<file path="src/rtl/ws2811_led_driver.sv">
// WS2811/WS2812 single-wire LED chain driver: fetches one RGB triple per LED,
// serializes it GRB MSB-first with fixed high times, then holds a latch gap.
module ws2811_led_driver #(
   parameter int unsigned NUM_LEDS     = 7,
   parameter int unsigned SYSTEM_CLOCK = 49_152_000
) (
   input  logic       sysclk,
   input  logic       reset,
   output logic [3:0] address,
   input  logic [7:0] red_in,
   input  logic [7:0] green_in,
   input  logic [7:0] blue_in,
   output logic       DO,
   output logic       frame_done
);

   localparam int unsigned CYC_BIT = SYSTEM_CLOCK / 800_000;
   localparam int unsigned T0H     = SYSTEM_CLOCK * 7 / 20_000_000;
   localparam int unsigned T1H     = SYSTEM_CLOCK * 7 / 10_000_000;
   localparam int unsigned CYC_RST = SYSTEM_CLOCK / 16_000;
   localparam int unsigned CNT_W   = 12;
   localparam int unsigned BIT_W   = 5;
   localparam int unsigned IDX_W   = 4;
   localparam int unsigned WORD_W  = 24;

   typedef enum logic [1:0] {
      ST_GAP,
      ST_LOAD,
      ST_SEND
   } state_e;

   state_e              state_q, state_d;
   logic [CNT_W-1:0]    cnt_q, cnt_d;
   logic [BIT_W-1:0]    bit_q, bit_d;
   logic [IDX_W-1:0]    idx_q, idx_d;
   logic [WORD_W-1:0]   shift_q, shift_d;
   logic                do_q, do_d;
   logic                done_q, done_d;
   logic [CNT_W-1:0]    hi_len;

   always_ff @(posedge sysclk or negedge reset) begin
      if (!reset) begin
         state_q <= ST_GAP;
         cnt_q   <= '0;
         bit_q   <= '0;
         idx_q   <= '0;
         shift_q <= '0;
         do_q    <= 1'b0;
         done_q  <= 1'b0;
      end else begin
         state_q <= state_d;
         cnt_q   <= cnt_d;
         bit_q   <= bit_d;
         idx_q   <= idx_d;
         shift_q <= shift_d;
         do_q    <= do_d;
         done_q  <= done_d;
      end
   end

   // Next state; the cycle counter restarts on every state entry and bit boundary.
   always_comb begin
      state_d = state_q;
      cnt_d   = cnt_q + CNT_W'(1);
      bit_d   = bit_q;
      idx_d   = idx_q;
      shift_d = shift_q;
      done_d  = 1'b0;
      case (state_q)
         ST_GAP: begin
            if (cnt_q == CNT_W'(CYC_RST - 1)) begin
               state_d = ST_LOAD;
               cnt_d   = '0;
               idx_d   = '0;
            end
         end
         ST_LOAD: begin
            // Second LOAD cycle: upstream has had one cycle to register the color.
            if (cnt_q == CNT_W'(1)) begin
               state_d = ST_SEND;
               cnt_d   = '0;
               bit_d   = '0;
               shift_d = {green_in, red_in, blue_in};
            end
         end
         ST_SEND: begin
            if (cnt_q == CNT_W'(CYC_BIT - 1)) begin
               cnt_d = '0;
               if (bit_q == BIT_W'(WORD_W - 1)) begin
                  if (idx_q == IDX_W'(NUM_LEDS - 1)) begin
                     state_d = ST_GAP;
                     done_d  = 1'b1;
                  end else begin
                     state_d = ST_LOAD;
                     idx_d   = idx_q + IDX_W'(1);
                  end
               end else begin
                  bit_d   = bit_q + BIT_W'(1);
                  shift_d = {shift_q[WORD_W-2:0], 1'b0};
               end
            end
         end
         default: begin
            state_d = ST_GAP;
            cnt_d   = '0;
         end
      endcase
   end

   // Output level is decided from the upcoming counter/bit so DO is a clean flop.
   always_comb begin
      hi_len = shift_d[WORD_W-1] ? CNT_W'(T1H) : CNT_W'(T0H);
      do_d   = (state_d == ST_SEND) && (cnt_d < hi_len);
   end

   assign address    = idx_q;
   assign DO         = do_q;
   assign frame_done = done_q;

endmodule

</file>
<file path="config.mk">
export PLATFORM = sky130hd
export DESIGN_NAME = ws2811_led_driver
export DESIGN_NICKNAME = d
export VERILOG_FILES = /design/src/rtl/ws2811_led_driver.sv
export SDC_FILE = /design/constraint.sdc
export NUM_CORES = 1
export LEC_CHECK = 0
export ABC_AREA = 1
export CORE_UTILIZATION = 51
export DETAILED_ROUTE_END_ITERATION = 8
export GPL_TIMING_DRIVEN = 0
export PLACE_DENSITY = 0.76
export SKIP_CTS_REPAIR_TIMING = 1
export SLEW_MARGIN = 25
export SYNTH_ARGS = -nofsm -noshare
export SYNTH_HDL_FRONTEND = slang
export SYNTH_SLANG_ARGS = --single-unit
export TNS_END_PERCENT = 100
</file>
<file path="constraint.sdc">
create_clock -name sysclk -period 2.16 [get_ports sysclk]
set_input_delay 0.432 -clock sysclk [delete_from_list [all_inputs] [get_ports sysclk]]
set_output_delay 0.432 -clock sysclk [all_outputs]
set_load 0.01 [all_outputs]
</file>
==> impl_metrics.tcl, run 1 <==
set metrics [dict create \
    outcome "finished with violations" \
    violations "negative setup slack" \
    maxUsedRoutingLayer "met4" \
    synth.largest_area_cell "dfrtp_1" \
    setup_viol 1 \
    cellPowerDensity_nw_per_um2 444.5 \
    yosys-top-cells-area "dfrtp_1, nand2_1, inv_1" \
    routed-wl-met3_microns 333 \
    hold_viol 0 \
    post-route-period-util_pct 105.2 \
    detail_route.first_pass.iterations 4 \
    grt_pass1_wl_microns 10720 \
    drive_gt1_share_pct 22.81 \
    grt.total_usage_pct 22.57 \
    synth_top_area_share_pct 42.68 \
    power.switching_uw 354.5 \
    die-width_microns 77.05 \
    hpwlAfterDp_microns 4524 \
    antenna_cells 0 \
    cts-htree-levels 2 \
    io_pins 32 \
    internal_power_uw 1302 \
    cp-start-kind "register" \
    switching_share_pct 21.40 \
    yosys.area_share.adder_pct 5.662 \
    fin_ws_ns -0.1120 \
    syn_area_sq_um 2873 \
    port_buffers 31 \
    crit_type "register to register" \
    path_max_fanout 5 \
    critical_path.top_delay_family "simple AND/OR/NAND/NOR gates" \
    slew_viol_final 0 \
    p_leak_uw 0.001771 \
    cp_slowest_stage_delay_ns 0.46 \
    antenna_found_initial 0 \
    overflow 0 \
    pwr-share-seq_pct 55.3 \
    fmax_mhz 440.1 \
    power.share.clock_pct 40.9 \
    cts_root_buf "clkbuf_8" \
    netlist_instances 370 \
    crit_required_ns 2.40 \
    met2_length_microns 3316 \
    cts_made_buffers 5 \
    area_growth_pct 29.75 \
    nets 472 \
    worst_ep_arrival_time_ns 2.52 \
    synth_compound_area_share_pct 14.37 \
    start_util_pct 54.51 \
    vias 2599 \
    clkSinkCount 49 \
    place_congestion 0.8856 \
    nFillCells 435 \
    avgViaCountPerCell 5.157 \
    timing.hold.ws_ns 0.1227 \
    ant_nets 0 \
    period_needed_ns 2.272 \
    yosys_warnings 0 \
    crit_slowest_cell "dfrtp_2" \
    maxCapViolations 0 \
    synth.area.mux_share_pct 0 \
    worstMarginPinSlew_ns 0.6198 \
    end_kind "register" \
    synth_top_family_by_area "simple AND/OR/NAND/NOR gates" \
    grt_max_degree 50 \
    dieArea_sq_um 5937 \
    ys_types 33 \
    clock_latency_ns 0.31 \
    rows 26 \
    clockBufferDepth 2 \
    final_core_util_pct 70.73 \
    syn_nets 409 \
    fin_setup_tns_ns -0.1120 \
    skew_ns 0.008322 \
    crit_top_cell "inv_2" \
    cts_tree "done" \
    synth.yosys.seq_area_share_pct 42.68 \
    die_h_microns 77.05 \
    grt_pass1_vias 2381 \
    path_clk_slew_ns 0.09 \
    worstPathBufferInverterCount 4 \
    synth-seq-cells 49 \
    coreArea_sq_um 5270 \
    hp-class "input port to async pin" \
    synthXorXnorAreaFrac_pct 0.9146 \
    syn_area_per_cell_sq_um 7.764 \
    drc 0 \
    wl_met1_microns 3108 \
    drtIter0Drc 143 \
    wl_per_cell_microns 13.53 \
    rsz0062_at_grt "yes" \
    relSlewSlack_pct 58.68 \
    routed_wirelength_microns 6818 \
    yosys.area_share.simple_pct 27.18 \
    worstPathCellList "inv_2 > ha_4 > inv_2 > nor2_4 > nand3_4 > nand2_4 > nand3_4 > nand2_4 > inv_2 > nand2_2 > inv_2 > ha_4 > a21oi_2 > nand3_1 > nor2_1 > nand3_1 > nor2_1" \
    ir_drop_uv 371.9 \
    power_frac_comb_pct 3.8 \
]
-- metrics by stage --
step,worst slack [ns],total power [uW],area (sq um),instances
CTS,-0.4344,1666,3413,479
floorplan,0.003214,935.0,2903,370
global route,-0.2093,1708,3727,504
global placement,-0.7473,999.6,3301,471
detailed placement,-0.3991,998.5,3298,471
finish,-0.1120,1657,3727,504
-- cell type report --
| class | instances | area, sq um | share of cell area, % |
|---|---|---|---|
| Tap cell | 70 | 87.58 | 2.350 |
| Sequential cell | 49 | 1230 | 33.00 |
| Clock buffer | 5 | 68.82 | 1.846 |
| Timing Repair Buffer | 56 | 495.5 | 13.29 |
| Clock inverter | 3 | 46.29 | 1.242 |
| Multi-Input combinational cell | 256 | 1534 | 41.15 |
| Inverter | 59 | 224.0 | 6.009 |
| Buffer | 6 | 41.29 | 1.108 |
-- cells in the final DEF, fill, tap and decap left out, types with 7 or more instances in the layout --
cell type	netlist	routed
a21oi_1	12	11
a22oi_1	7	7
buf_4	0	26
clkdlybuf4s50_1	0	30
dfrtp_1	49	46
ha_1	13	9
inv_1	52	45
inv_2	6	13
nand2_1	90	81
nand2_2	7	13
nand3_1	17	14
nor2_1	32	26
nor2_4	2	8
o21ai_0	34	30
o21ai_1	6	10
-- power groups by stage --
stage               clock (uW)  sequential (uW)  combinational (uW)
finish                     677              916                63.2
detailed placement           0              935                63.8
CTS                        685              917                64.8
global placement             0              935                64.7
global route               722              917                69.4
-- flip-flops by register name, summed over array words and instances, names as in the netlist --
signal / flops
bit_q: 5
shift_q: 24
cnt_q: 12
state_q: 2
address: 4
DO: 1
frame_done: 1
-- synthesized netlist by cell type (all sizes together) --
master	n
nand2	99
inv	58
dfrtp	49
o21ai	40
nor2	39
nand3	19
ha	13
a21oi	12
a22oi	7
a22o	5
buf	5
o22ai	5
nand4	4
nor3	2
o21a	2
or2	2
xor2	2
a32o	1
clkbuf	1
clkinv	1
nand3b	1
nor3b	1
nor4	1
xnor2	1
-- metal layers --
layer  vias up  track usage, %
met4         0           4.906
li1       1319               -
met1      1205           30.02
met5         -               0
met3         6           4.167
met2        69           38.30
-- cells by family after synthesis --
kind of cell | count (synthesis)
XOR/XNOR | 3
adder cells (fa/ha/maj) | 13
flip-flops | 49
AND/OR/NAND/NOR | 168
buffers and inverters | 65
AO/OA/AOI/OAI | 72
-- final timing paths --
path | slack, ns | to | depth (start not counted) | start
setup / recovery | -0.11 | DO | 17 | cnt_q[0]
hold / removal | 0.12 | shift_q[10] | 1 | reset
setup reg to reg | -0.11 | DO | 17 | cnt_q[0]
hold reg to reg | 0.50 | shift_q[5] | 2 | shift_q[5]
max in group asynchronous | 1.57 | cnt_q[0] | 1 | reset
min in group sysclk | 0.50 | shift_q[5] | 2 | shift_q[5]
Note: power is estimated with default switching activity, not from simulation.
==> inputs of run 2 (changes only) <==
--- a/config.mk
+++ b/config.mk
@@ -9,10 +9,11 @@
 export CORE_UTILIZATION = 51
 export DETAILED_ROUTE_END_ITERATION = 8
 export GPL_TIMING_DRIVEN = 0
+export HOLD_SLACK_MARGIN = 0.05
 export PLACE_DENSITY = 0.76
 export SKIP_CTS_REPAIR_TIMING = 1
 export SLEW_MARGIN = 25
 export SYNTH_ARGS = -nofsm -noshare
 export SYNTH_HDL_FRONTEND = slang
 export SYNTH_SLANG_ARGS = --single-unit
-export TNS_END_PERCENT = 100
+export TNS_END_PERCENT = 30
==> constraint.sdc (replaced) <==
create_clock -name sysclk -period 2.16 [get_ports sysclk]
set_input_delay 0.216 -clock sysclk [delete_from_list [all_inputs] [get_ports sysclk]]
set_output_delay 0.216 -clock sysclk [all_outputs]
set_load 0.01 [all_outputs]
==> run 2 against run 1 <==
Effect of this change:
- the flow still finishes with violations (negative setup slack)
- highest routed layer unchanged
- sequential power hardly changed
- non-clock buffer count rose by 1
- die area stayed put
- hold slack improved by 0.33 ns
- global-route usage did not move
==> impl_metrics.tcl, run 2 (synthesized netlist as in run 1, its figures left out) <==
set metrics [dict create \
    ant_nets 0 \
    p_total_uw 1657 \
    cp_slowest_stage_delay_ns 0.46 \
    dp.cells 471 \
    drtIter0Drc 134 \
    relSlewSlack_pct 58.53 \
    die_h_microns 77.05 \
    path_clk_slew_ns 0.09 \
    grt.total_usage_pct 22.57 \
    die-width_microns 77.05 \
    end_kind "register" \
    routed_wirelength_microns 6819 \
    nets 473 \
    reg_top3 "shift_q (24), cnt_q (12), bit_q (5)" \
    fmax_mhz 441.2 \
    cts_root_buf "clkbuf_8" \
    ir_drop_uv 371.2 \
    crit_required_ns 2.40 \
    cp-start-kind "register" \
    multi_input_area_sq_um 1534 \
    worstPathCellList "inv_2 > ha_4 > inv_2 > nor2_4 > nand3_4 > nand2_4 > nand3_4 > nand2_4 > inv_2 > nand2_2 > inv_2 > ha_4 > a21oi_2 > nand3_1 > nor2_1 > nand3_1 > nor2_1" \
    clock_latency_ns 0.31 \
    setup_viol 1 \
    post-route-period-util_pct 104.9 \
    drive_gt1_share_pct 22.76 \
    worst_ep_arrival_time_ns 2.51 \
    nFillCells 433 \
    path_max_fanout 5 \
    place_ws_ns -0.3991 \
    place_area_sq_um 3298 \
    maxCapViolations 0 \
    final_cell_area_sq_um 3737 \
    detail_route.first_pass.iterations 4 \
    hp-class "input port to async pin" \
    cts_tree "done" \
    instances_no_fill 505 \
    grt_pass1_wl_microns 10720 \
    skew_ns 0.006773 \
    final_cell_mix "nand2_1, dfrtp_1, inv_1" \
    crit_slowest_cell "dfrtp_2" \
    overflow 0 \
    fin_ws_ns -0.1064 \
    seqCellArea_sq_um 1230 \
    port_buffers 31 \
    coreArea_sq_um 5270 \
    drc 0 \
    fin_setup_tns_ns -0.1064 \
    hpwlAfterDp_microns 4524 \
    wl_per_cell_microns 13.50 \
    grt_max_degree 50 \
    r2r-start "cnt_q[0]" \
    place_congestion 0.8856 \
    antenna_found_initial 0 \
    rsz0062_at_grt "yes" \
    crit_top_cell "inv_2" \
    worstMarginPinSlew_ns 0.6221 \
    violations "negative setup slack" \
    reg2reg_slack_ns -0.11 \
    rows 26 \
    period_needed_ns 2.266 \
    grt_pass1_vias 2381 \
    start_util_pct 54.51 \
    antenna_cells 0 \
    cts_made_buffers 5 \
    cellPowerDensity_nw_per_um2 443.3 \
    clockBufferDepth 2 \
    hold_viol 0 \
    cts-htree-levels 2 \
    crit_type "register to register" \
    io_pins 32 \
    worst-r2r-cell-count 17 \
    vias 2610 \
    layout_commonest_cell "nand2_1" \
    largest_reg_flops 24 \
    dieArea_sq_um 5937 \
    r2r_end "DO" \
    largest_register "shift_q" \
    area_growth_pct 30.10 \
    p_leak_uw 0.001775 \
    clkSinkCount 49 \
    outcome "finished with violations" \
    avgViaCountPerCell 5.168 \
    slew_viol_final 0 \
]
run 2: stage by stage:
step	hold WS, ns	util (%)
2_1_floorplan	-0.07959	-
3_3_place_gp	0.4700	62.63
3_5_place_dp	0.2742	62.58
4_1_cts	-0.06527	64.77
5_1_grt	0.4963	70.92
6_report	0.4482	70.92
run 2: layout make-up:
class	instances	area share, %
clock buffer	5	1.841
tap	70	2.343
multi-input combinational	256	41.04
sequential	49	32.91
clock inverter	3	1.239
inverter	59	5.993
buffer	6	1.105
timing repair buffer	57	13.53
run 2: per-layer routing:
layer | vias up | global-route usage (%) | share of wire, %
li1 | 1321 | - | -
met3 | 9 | 4.167 | 5.0
met1 | 1209 | 30.02 | 45
met4 | 0 | 4.906 | 1.3
met2 | 71 | 38.30 | 48
met5 | - | 0 | 0
run 2: how the worst max path moves through the flow:
stage,cells past startpoint,slack (ns),from,end
after floorplan,17,0.003,cnt_q[0],DO
after global placement,1,-0.53,reset,address[2]
after detailed placement,16,-0.40,cnt_q[0],DO
after CTS,16,-0.43,cnt_q[0],DO
after global routing,15,-0.21,state_q[0],DO
final,17,-0.11,cnt_q[0],DO
run 2: report_power, final:
| part | internal, uW | switching [uW] |
|---|---|---|
| logic | 40.0 | 24.6 |
| clock network | 347 | 329 |
| registers | 916 | 0 |
run 2: worst max-delay path: cells and delay by family (launching register included):
kind,cells,cell delay [ns]
AOI/OAI and AO/OA,1,0.12
buffers and inverters,4,0.24
DFF,1,0.46
adders and majority gates,2,0.37
and+or+nand+nor,10,1.02
